## src/rtl/pixel_sram_reader.sv

```systemverilog
`default_nettype none
// ============================================================================
// Module   : pixel_sram_reader
// Purpose  : Read-side master for a 1024x48 pixel SRAM. A start command sweeps
//            len consecutive words from base_addr and presents them as a
//            valid/ready pixel stream. A small output FIFO with credit-based
//            issue absorbs the 1-cycle SRAM read latency and downstream
//            backpressure while sustaining one pixel per cycle.
// Ports    : clk, rst_n                  clock / async active-low reset
//            start, base_addr, len       command strobe and arguments
//            busy, done                  command status (done = 1-cycle pulse)
//            sram_cs/oe/wen/addr, sram_do  SRAM read port
//            pix_valid, pix_ready, pix_data  output pixel stream
// Revision : 1.0  initial release
// ============================================================================
module pixel_sram_reader #(
  parameter int ADDR_W     = 10,
  parameter int DATA_W     = 48,
  parameter int FIFO_DEPTH = 4
) (
  input  logic              clk,
  input  logic              rst_n,
  input  logic              start,
  input  logic [ADDR_W-1:0] base_addr,
  input  logic [ADDR_W:0]   len,
  output logic              busy,
  output logic              done,
  output logic              sram_cs,
  output logic              sram_oe,
  output logic [2:0]        sram_wen,
  output logic [ADDR_W-1:0] sram_addr,
  input  logic [DATA_W-1:0] sram_do,
  output logic              pix_valid,
  input  logic              pix_ready,
  output logic [DATA_W-1:0] pix_data
);

  localparam int c_ptr_w = (FIFO_DEPTH > 1) ? $clog2(FIFO_DEPTH) : 1;
  localparam int c_cnt_w = $clog2(FIFO_DEPTH + 1);
  // Occupancy including the in-flight read can reach FIFO_DEPTH + 1.
  localparam int c_occ_w = $clog2(FIFO_DEPTH + 2);

  localparam logic [c_ptr_w-1:0] c_last_ptr  = c_ptr_w'(FIFO_DEPTH - 1);
  localparam logic [c_ptr_w-1:0] c_ptr_one   = c_ptr_w'(1);
  localparam logic [c_occ_w-1:0] c_depth_occ = c_occ_w'(FIFO_DEPTH);
  localparam logic [ADDR_W:0]    c_cnt_one   = (ADDR_W+1)'(1);

  typedef enum logic [1:0] {
    S_IDLE  = 2'd0,
    S_READ  = 2'd1,
    S_ZERO  = 2'd2,
    S_DRAIN = 2'd3
  } state_t;

  state_t              r_state;
  logic                r_busy;
  logic [ADDR_W-1:0]   r_base;
  logic [ADDR_W:0]     r_len;
  logic [ADDR_W:0]     r_issued;
  logic [ADDR_W:0]     r_accepted;
  logic                r_inflight;

  logic [DATA_W-1:0]   r_mem [FIFO_DEPTH];
  logic [c_ptr_w-1:0]  r_wr_ptr;
  logic [c_ptr_w-1:0]  r_rd_ptr;
  logic [c_cnt_w-1:0]  r_cnt;

  logic                w_pop;
  logic                w_push;
  logic [c_occ_w-1:0]  w_occ;
  logic                w_issue;
  logic                w_last_issue;
  logic                w_last_pop;

  // ---------------------------------------------------------------------------
  // Issue control. The credit check counts the word already in flight and
  // credits back a slot being popped this same cycle, so a full FIFO that is
  // draining still allows back-to-back reads.
  // ---------------------------------------------------------------------------
  assign w_pop  = pix_valid & pix_ready;
  assign w_push = r_inflight;
  assign w_occ  = c_occ_w'(r_cnt) + c_occ_w'(r_inflight) - c_occ_w'(w_pop);

  assign w_issue      = (r_state == S_READ) && (r_issued < r_len) && (w_occ < c_depth_occ);
  assign w_last_issue = w_issue && ((r_issued + c_cnt_one) == r_len);
  assign w_last_pop   = w_pop && ((r_accepted + c_cnt_one) == r_len);

  assign sram_cs   = w_issue;
  assign sram_oe   = r_busy;
  assign sram_wen  = 3'b111;
  // Address arithmetic is ADDR_W wide so the sweep wraps from the top word to 0.
  assign sram_addr = r_base + r_issued[ADDR_W-1:0];

  assign busy      = r_busy;
  // done must coincide with the final handshake, so it is decoded from the
  // registered state plus the live handshake rather than registered itself.
  assign done      = (r_state == S_ZERO) || ((r_state == S_DRAIN) && w_last_pop);

  assign pix_valid = (r_cnt != '0);
  assign pix_data  = r_mem[r_rd_ptr];

  // ---------------------------------------------------------------------------
  // Command FSM and counters
  // ---------------------------------------------------------------------------
  always_ff @(posedge clk or negedge rst_n) begin
    if (!rst_n) begin
      r_state    <= S_IDLE;
      r_busy     <= 1'b0;
      r_base     <= '0;
      r_len      <= '0;
      r_issued   <= '0;
      r_accepted <= '0;
      r_inflight <= 1'b0;
    end else begin
      r_inflight <= w_issue;

      if (w_pop) begin
        r_accepted <= r_accepted + c_cnt_one;
      end

      case (r_state)
        S_IDLE: begin
          if (start) begin
            r_base     <= base_addr;
            r_len      <= len;
            r_issued   <= '0;
            r_accepted <= '0;
            r_busy     <= 1'b1;
            r_state    <= (len == '0) ? S_ZERO : S_READ;
          end
        end
        S_ZERO: begin
          r_busy  <= 1'b0;
          r_state <= S_IDLE;
        end
        S_READ: begin
          if (w_issue) begin
            r_issued <= r_issued + c_cnt_one;
            if (w_last_issue) begin
              r_state <= S_DRAIN;
            end
          end
        end
        S_DRAIN: begin
          if (w_last_pop) begin
            r_busy  <= 1'b0;
            r_state <= S_IDLE;
          end
        end
        default: begin
          r_busy  <= 1'b0;
          r_state <= S_IDLE;
        end
      endcase
    end
  end

  // ---------------------------------------------------------------------------
  // Output FIFO. Push is the registered chip select (SRAM data is valid the
  // cycle after the read) and happens regardless of downstream readiness;
  // the issue credit check guarantees a free slot.
  // ---------------------------------------------------------------------------
  always_ff @(posedge clk or negedge rst_n) begin
    if (!rst_n) begin
      for (int i = 0; i < FIFO_DEPTH; i++) begin
        r_mem[i] <= '0;
      end
      r_wr_ptr <= '0;
      r_rd_ptr <= '0;
      r_cnt    <= '0;
    end else begin
      if (w_push) begin
        r_mem[r_wr_ptr] <= sram_do;
        r_wr_ptr        <= (r_wr_ptr == c_last_ptr) ? '0 : r_wr_ptr + c_ptr_one;
      end
      if (w_pop) begin
        r_rd_ptr <= (r_rd_ptr == c_last_ptr) ? '0 : r_rd_ptr + c_ptr_one;
      end
      r_cnt <= r_cnt + c_cnt_w'(w_push) - c_cnt_w'(w_pop);
    end
  end

endmodule
`default_nettype wire

```

## config.mk

```make
export PLATFORM = sky130hd
export DESIGN_NAME = pixel_sram_reader
export DESIGN_NICKNAME = d
export VERILOG_FILES = /design/src/rtl/pixel_sram_reader.sv
export SDC_FILE = /design/constraint.sdc
export NUM_CORES = 1
export LEC_CHECK = 0
export ABC_AREA = 1
export CAP_MARGIN = 10
export CORE_MARGIN = 4
export CORE_UTILIZATION = 51
export CTS_CLUSTER_SIZE = 20
export DETAILED_ROUTE_END_ITERATION = 10
export PLACE_DENSITY = 0.77
export SLEW_MARGIN = 5
export SYNTH_ARGS = -nofsm -noshare
export SYNTH_HDL_FRONTEND = slang
export SYNTH_SLANG_ARGS = --single-unit
```

## constraint.sdc

```tcl
create_clock -name clk -period 2.9 [get_ports clk]
set_clock_uncertainty 0.1 [all_clocks]
set_input_delay 0.435 -clock clk [delete_from_list [all_inputs] [get_ports clk]]
set_output_delay 0.435 -clock clk [all_outputs]
set_load 0.02 [all_outputs]
```

== After elaboration in Yosys (flattened, before gate mapping) ==
Index checks and enable logic that the tools add are counted.
Word-level totals
  output and inout bits: 66
  input bits: 73
  word-level logic and storage cells: 79
  register bits after elaboration: 246
Cells by class
  order comparisons: 5
  multiplexer cells: 23
  equality and inequality tests: 11
  add/sub/neg operators: 7
  bitwise logic cells: 3
  reduce and logical (&&, ||, !) cells: 16
Operators by type and width (count)
  bitwise mux 192 bit: 1
  2-to-1 mux 48 bit: 3
  binary-select mux 48 bit (select 2 bit): 1
  demux 48 bit (select 2 bit): 1
  2-to-1 mux 11 bit: 5
  adder 11 x 1 -> 11 bit, second input constant: 2
  equality test 11 bit: 2
  case mux 11 bit (2 select lines): 1
  2-to-1 mux 2 bit: 7
  zero test 11 bit: 1
  < comparator 11 bit: 1
  adder 10 bit: 1
  equality test 2 bit, second input constant: 4
  inequality test 2 bit, second input constant: 4
  case mux 2 bit (4 select lines): 1
  greater-or-equal comparator 3 bit, second input constant: 2
  logical AND 1 bit: 6
  inverter 2 -> 3 bit: 2
  AND reduction 3 bit: 2
  nonzero test 3 bit: 2
  adder 2 x 1 -> 2 bit, second input constant: 2
  AND reduction 4 bit: 1
  adder 3 x 1 -> 3 bit: 1
  < comparator 3 x 1 -> 1 bit, second input constant: 1
  other kinds (10): 11

== Logic depth before layout (Yosys ltp) ==
  depth in word-level cells: 9
  gate-level depth with buffers: 19
  depth with buffers taken out: 17

== Worst setup path before layout ==
OpenSTA, ideal clock, no wires.
  path type: register -> output
  start point: reg r_cnt[1]
  end point: out sram_cs
  path buffers: 2
  cell stages (with the launch flop): 16
  arrival: 2.743 ns
  setup slack: -0.378 ns
  cells stage by stage: dfrtp_1 -> inv_1 -> nand3_1 -> nand2_1 -> buf_2 -> clkinv_1 -> buf_2 -> ha_1 -> inv_1 -> ha_1 -> fa_1 -> nand3_1 -> nand2_1 -> nor2_1 -> nand2_1 -> inv_1
Between the ends
  cells in the longest elaborated chain, start to end: 5
  elaborated cells between the ends (all ways): 6
  those cells by class: add/sub (2); order compare (1); bitwise (1); reduce/logical (2)
Ends and longest elaborated chain
  start: declaration: line 66  | logic [c_cnt_w-1:0] r_cnt;
  start signal: assignment: line 179  | r_cnt <= r_cnt + c_cnt_w'(w_push) - c_cnt_w'(w_pop);
  nonzero test 3 bit: line 99  | assign pix_valid = (r_cnt != '0);
  via pix_valid: line 33  | output logic pix_valid,
  AND 1 bit: line 80  | assign w_pop = pix_valid & pix_ready;
  subtractor 3 x 1 -> 3 bit: line 82  | assign w_occ = c_occ_w'(r_cnt) + c_occ_w'(r_inflight) - c_occ_w'(w_pop);
  via w_occ[2]: line 70  | logic [c_occ_w-1:0] w_occ;
  < comparator 3 bit: line 84  | assign w_issue = (r_state == S_READ) && (r_issued < r_len) && (w_occ < c_depth_occ);
  logical AND 1 bit: line 84
  end: declaration: line 28  | output logic sram_cs,
The timed path passes the listed nets, and every way through them passes these cells.

== Final worst setup path ==
  start point: reg r_cnt[2]
  end point: out sram_cs
Between the ends
  cells in the longest elaborated chain, start to end: 5
  elaborated cells between the ends (all ways): 6
  those cells by class: add/sub (2); order compare (1); bitwise (1); reduce/logical (2)
Ends and longest elaborated chain (line)
  parallel branches: the longest is 2 deep, another holds adder 3 x 1 -> 3 bit
  subtractor 3 x 1 -> 3 bit (*): 82
  via w_occ[2]: 70
  < comparator 3 bit (*): 84
  logical AND 1 bit (*): 84
Mark *: on every way through the listed nets, which the timed path passes.

==> impl_metrics.yaml <==
die:
  die_width_um: 161.6
  die_h_um: 161.6
  ios: 139
  die_area_sq_mm: 0.02613
  start_util_pct: 52.53
  core_sq_mm: 0.02292
  rows: 55
placed_design:
  place_ws_ps: -693.2
  place_inst: 1938
  hpwlAfterDp_um: 19770
  gp_congestion: 0.9271
  portBuffers: 135
setup_path:
  regToRegSetupSlack_ps: -320
  reg2reg_to: "r_inflight"
  worst-r2r-cell-count: 21
  worstPathMaxFanout: 3
  reg2reg_from: "r_cnt[2]"
  crit_arrival_ps: 2690
  cp-end-kind: "output pin"
  cp.required_ps: 2370
  endpoint: "sram_cs"
  critical_path_class: "register to output pin"
  crit_path_start: "r_cnt[2]"
  startpoint_type: "register"
sta:
  worst_slew_pin_slew_ps: 698.0
  fin_crit_sh_pct: 111.2
  fin_ws_ps: -324.7
  slew_violations: 0
  setup_viol: 2
  finalCriticalPeriod_ps: 3225
  hold_viol_final: 0
  rsz0062_at_grt: "yes"
  relSlewSlack_pct: 53.47
  fmax_ghz: 0.3101
synthesis:
  netlist_instances: 1526
  ys_warn_count: 0
  synth_edf_count: 0
  syn_area_per_cell_sq_um: 7.888
  synth_area_sq_mm: 0.01204
  ys_ff_latch: 246
  synthFlopType: "dfrtp_1"
  synthDistinctLibCells: 29
  synth_seq_area_share_pct: 51.14
  synthArstFlopShare_pct: 100.0
detailed_routing:
  wirelength_um: 31220
  avgViaCountPerCell: 5.456
  drcViolationCount: 0
  num_vias: 10960
  first_iter_violations: 1160
  ant_nets: 0
  routedWlPerCell_um: 15.55
  dr.pass1.iters: 5
status:
  violations: "negative setup slack"
  status: "finished with violations"
global_route:
  first_global_vias: 10600
  grt_pass1_wl_um: 51430
  grt_remaining_overflow: 0
  grtUsageTotal_pct: 23.43
  grt_max_degree: 90
  antenna_found_initial: 0
power:
  p_leak_nw: 7.616
  p_per_area_mw_per_mm2: 1330
  ir_drop_mv: 1.216
clock_tree:
  worstSkewPairLatency_ps: 530
  clkTransAtPathRegs_ps: 60
  cts.path.max_buffers: 3
  numCtsBuffers: 27
  cts_htree_levels: 1
  cts_sinks: 246
  cts_tree: "built"
  cts-root-buf: "clkbuf_16"
layout:
  area_growth_syn_to_layout_pct: 27.52
  layout_common_cells: "nand2_1, o21ai_0, dfrtp_1"
  fin_cells: 2008
  n_antenna_cell: 0
  drive_gt1_share_pct: 9.676
  postLayoutCoreUtil_pct: 66.99
  nets: 1780
  final_common_cell: "nand2_1"
job:
  drv_cap: 0
hold_path:
  hold_path.class: "input port to register"
## worst min-delay path by stage
| stage | startpoint | endpoint | slack (ps) | cells past startpoint |
|---|---|---|---|---|
| floorplan | rst_n | busy | 40 | 0 |
| global placement | r_mem[62] | r_mem[62] | 360 | 2 |
| detailed placement | r_mem[143] | r_mem[143] | 370 | 2 |
| CTS | base_addr[0] | r_base[0] | 330 | 3 |
| global route | base_addr[0] | r_base[0] | 340 | 3 |
| finish | base_addr[7] | r_base[7] | 340 | 3 |
## cell usage after synthesis (7+ instances only)
cell,number,area (sq um)
a21oi_1,17,85.08
clkbuf_1,72,270.3
dfrtp_1,246,6156
ha_1,29,362.9
inv_1,131,491.7
nand2_1,401,1505
nand3_1,60,300.3
nand4_1,13,81.33
nor2_1,133,499.2
o21ai_0,320,1602
o21ai_1,10,50.05
o22ai_1,48,300.3
xor2_1,7,61.31
## layer usage
layer	track usage, %	up-vias	share of wire, %
met5	0	-	0
met4	6.190	0	2.3
met3	3.190	58	6.4
met2	39.99	374	49
met1	31.80	5236	43
li1	-	5288	-
## cells by family (layout without fill, tap and decap cells)
logic type	Yosys count	after routing	share of synthesized area, %
compound gates	404	404	17.48
xor+xnor	10	10	0.7276
fa+ha+maj	31	31	3.347
buf+inv	218	385	6.954
flops	246	246	51.14
other cells	1	3	0.03115
simple gates	616	616	20.32
## final cells by class
class                   count  area (sq um)
repair buffers            203          2087
flip-flops and latches    246          6157
clock inverters             6         158.9
multi-input cells        1064          5246
fillers                  1859          7565
inverters                 134         508.0
clock buffers              42         802.0
well taps                 313         391.6
## power breakdown
group / leakage, nW / internal (mW) / switching, mW
Clock: 0.468 / 2.33 / 1.33
Sequential: 3.00 / 5.14 / 1.04
Combinational: 4.15 / 4.45 / 6.12
Total: 7.62 / 11.9 / 8.49
## per-stage QoR
stage	TNS, ps	total power, mW	instance area [sq um]	hold WS, ps
2_1_floorplan	0	12.15	12070	39.41
3_3_place_gp	-1865	15.80	13970	360.1
3_5_place_dp	-3153	16.10	13970	367.6
4_1_cts	-605.4	20.17	15090	325.2
5_1_grt	-1348	22.04	15350	341.5
6_report	-642.0	20.41	15350	343.6
## repair_timing
item / 4_1_cts / 5_1_grt
hold buffers: 1 / 0
endpoints found under the hold margin: 83 / 0
endpoints found under the setup margin: 26 / 33
pin swaps: 8 / 6
resized for setup: 50 / 59
setup buffers: 12 / 8
gates cloned: 0 / 1
## flip-flops by register name (all words and copies together), names as in the netlist, 3 cells and up
signal,count
r_len,11
r_cnt,3
r_accepted,11
r_base,10
r_mem,192
r_issued,11
## critical path, stage by stage (launching register included)
cell and delay (ps):
dfrtp_1 390, inv_2 90, nand3_4 90, nand2_4 90, clkinv_4 60, ha_4 250, inv_2 40, ha_4 150
fa_2 350, nand3b_1 220, nand2_2 110, nor2_2 60, nand2_2 80, inv_2 50, buf_6 120
(Power assumes the default switching activity.)
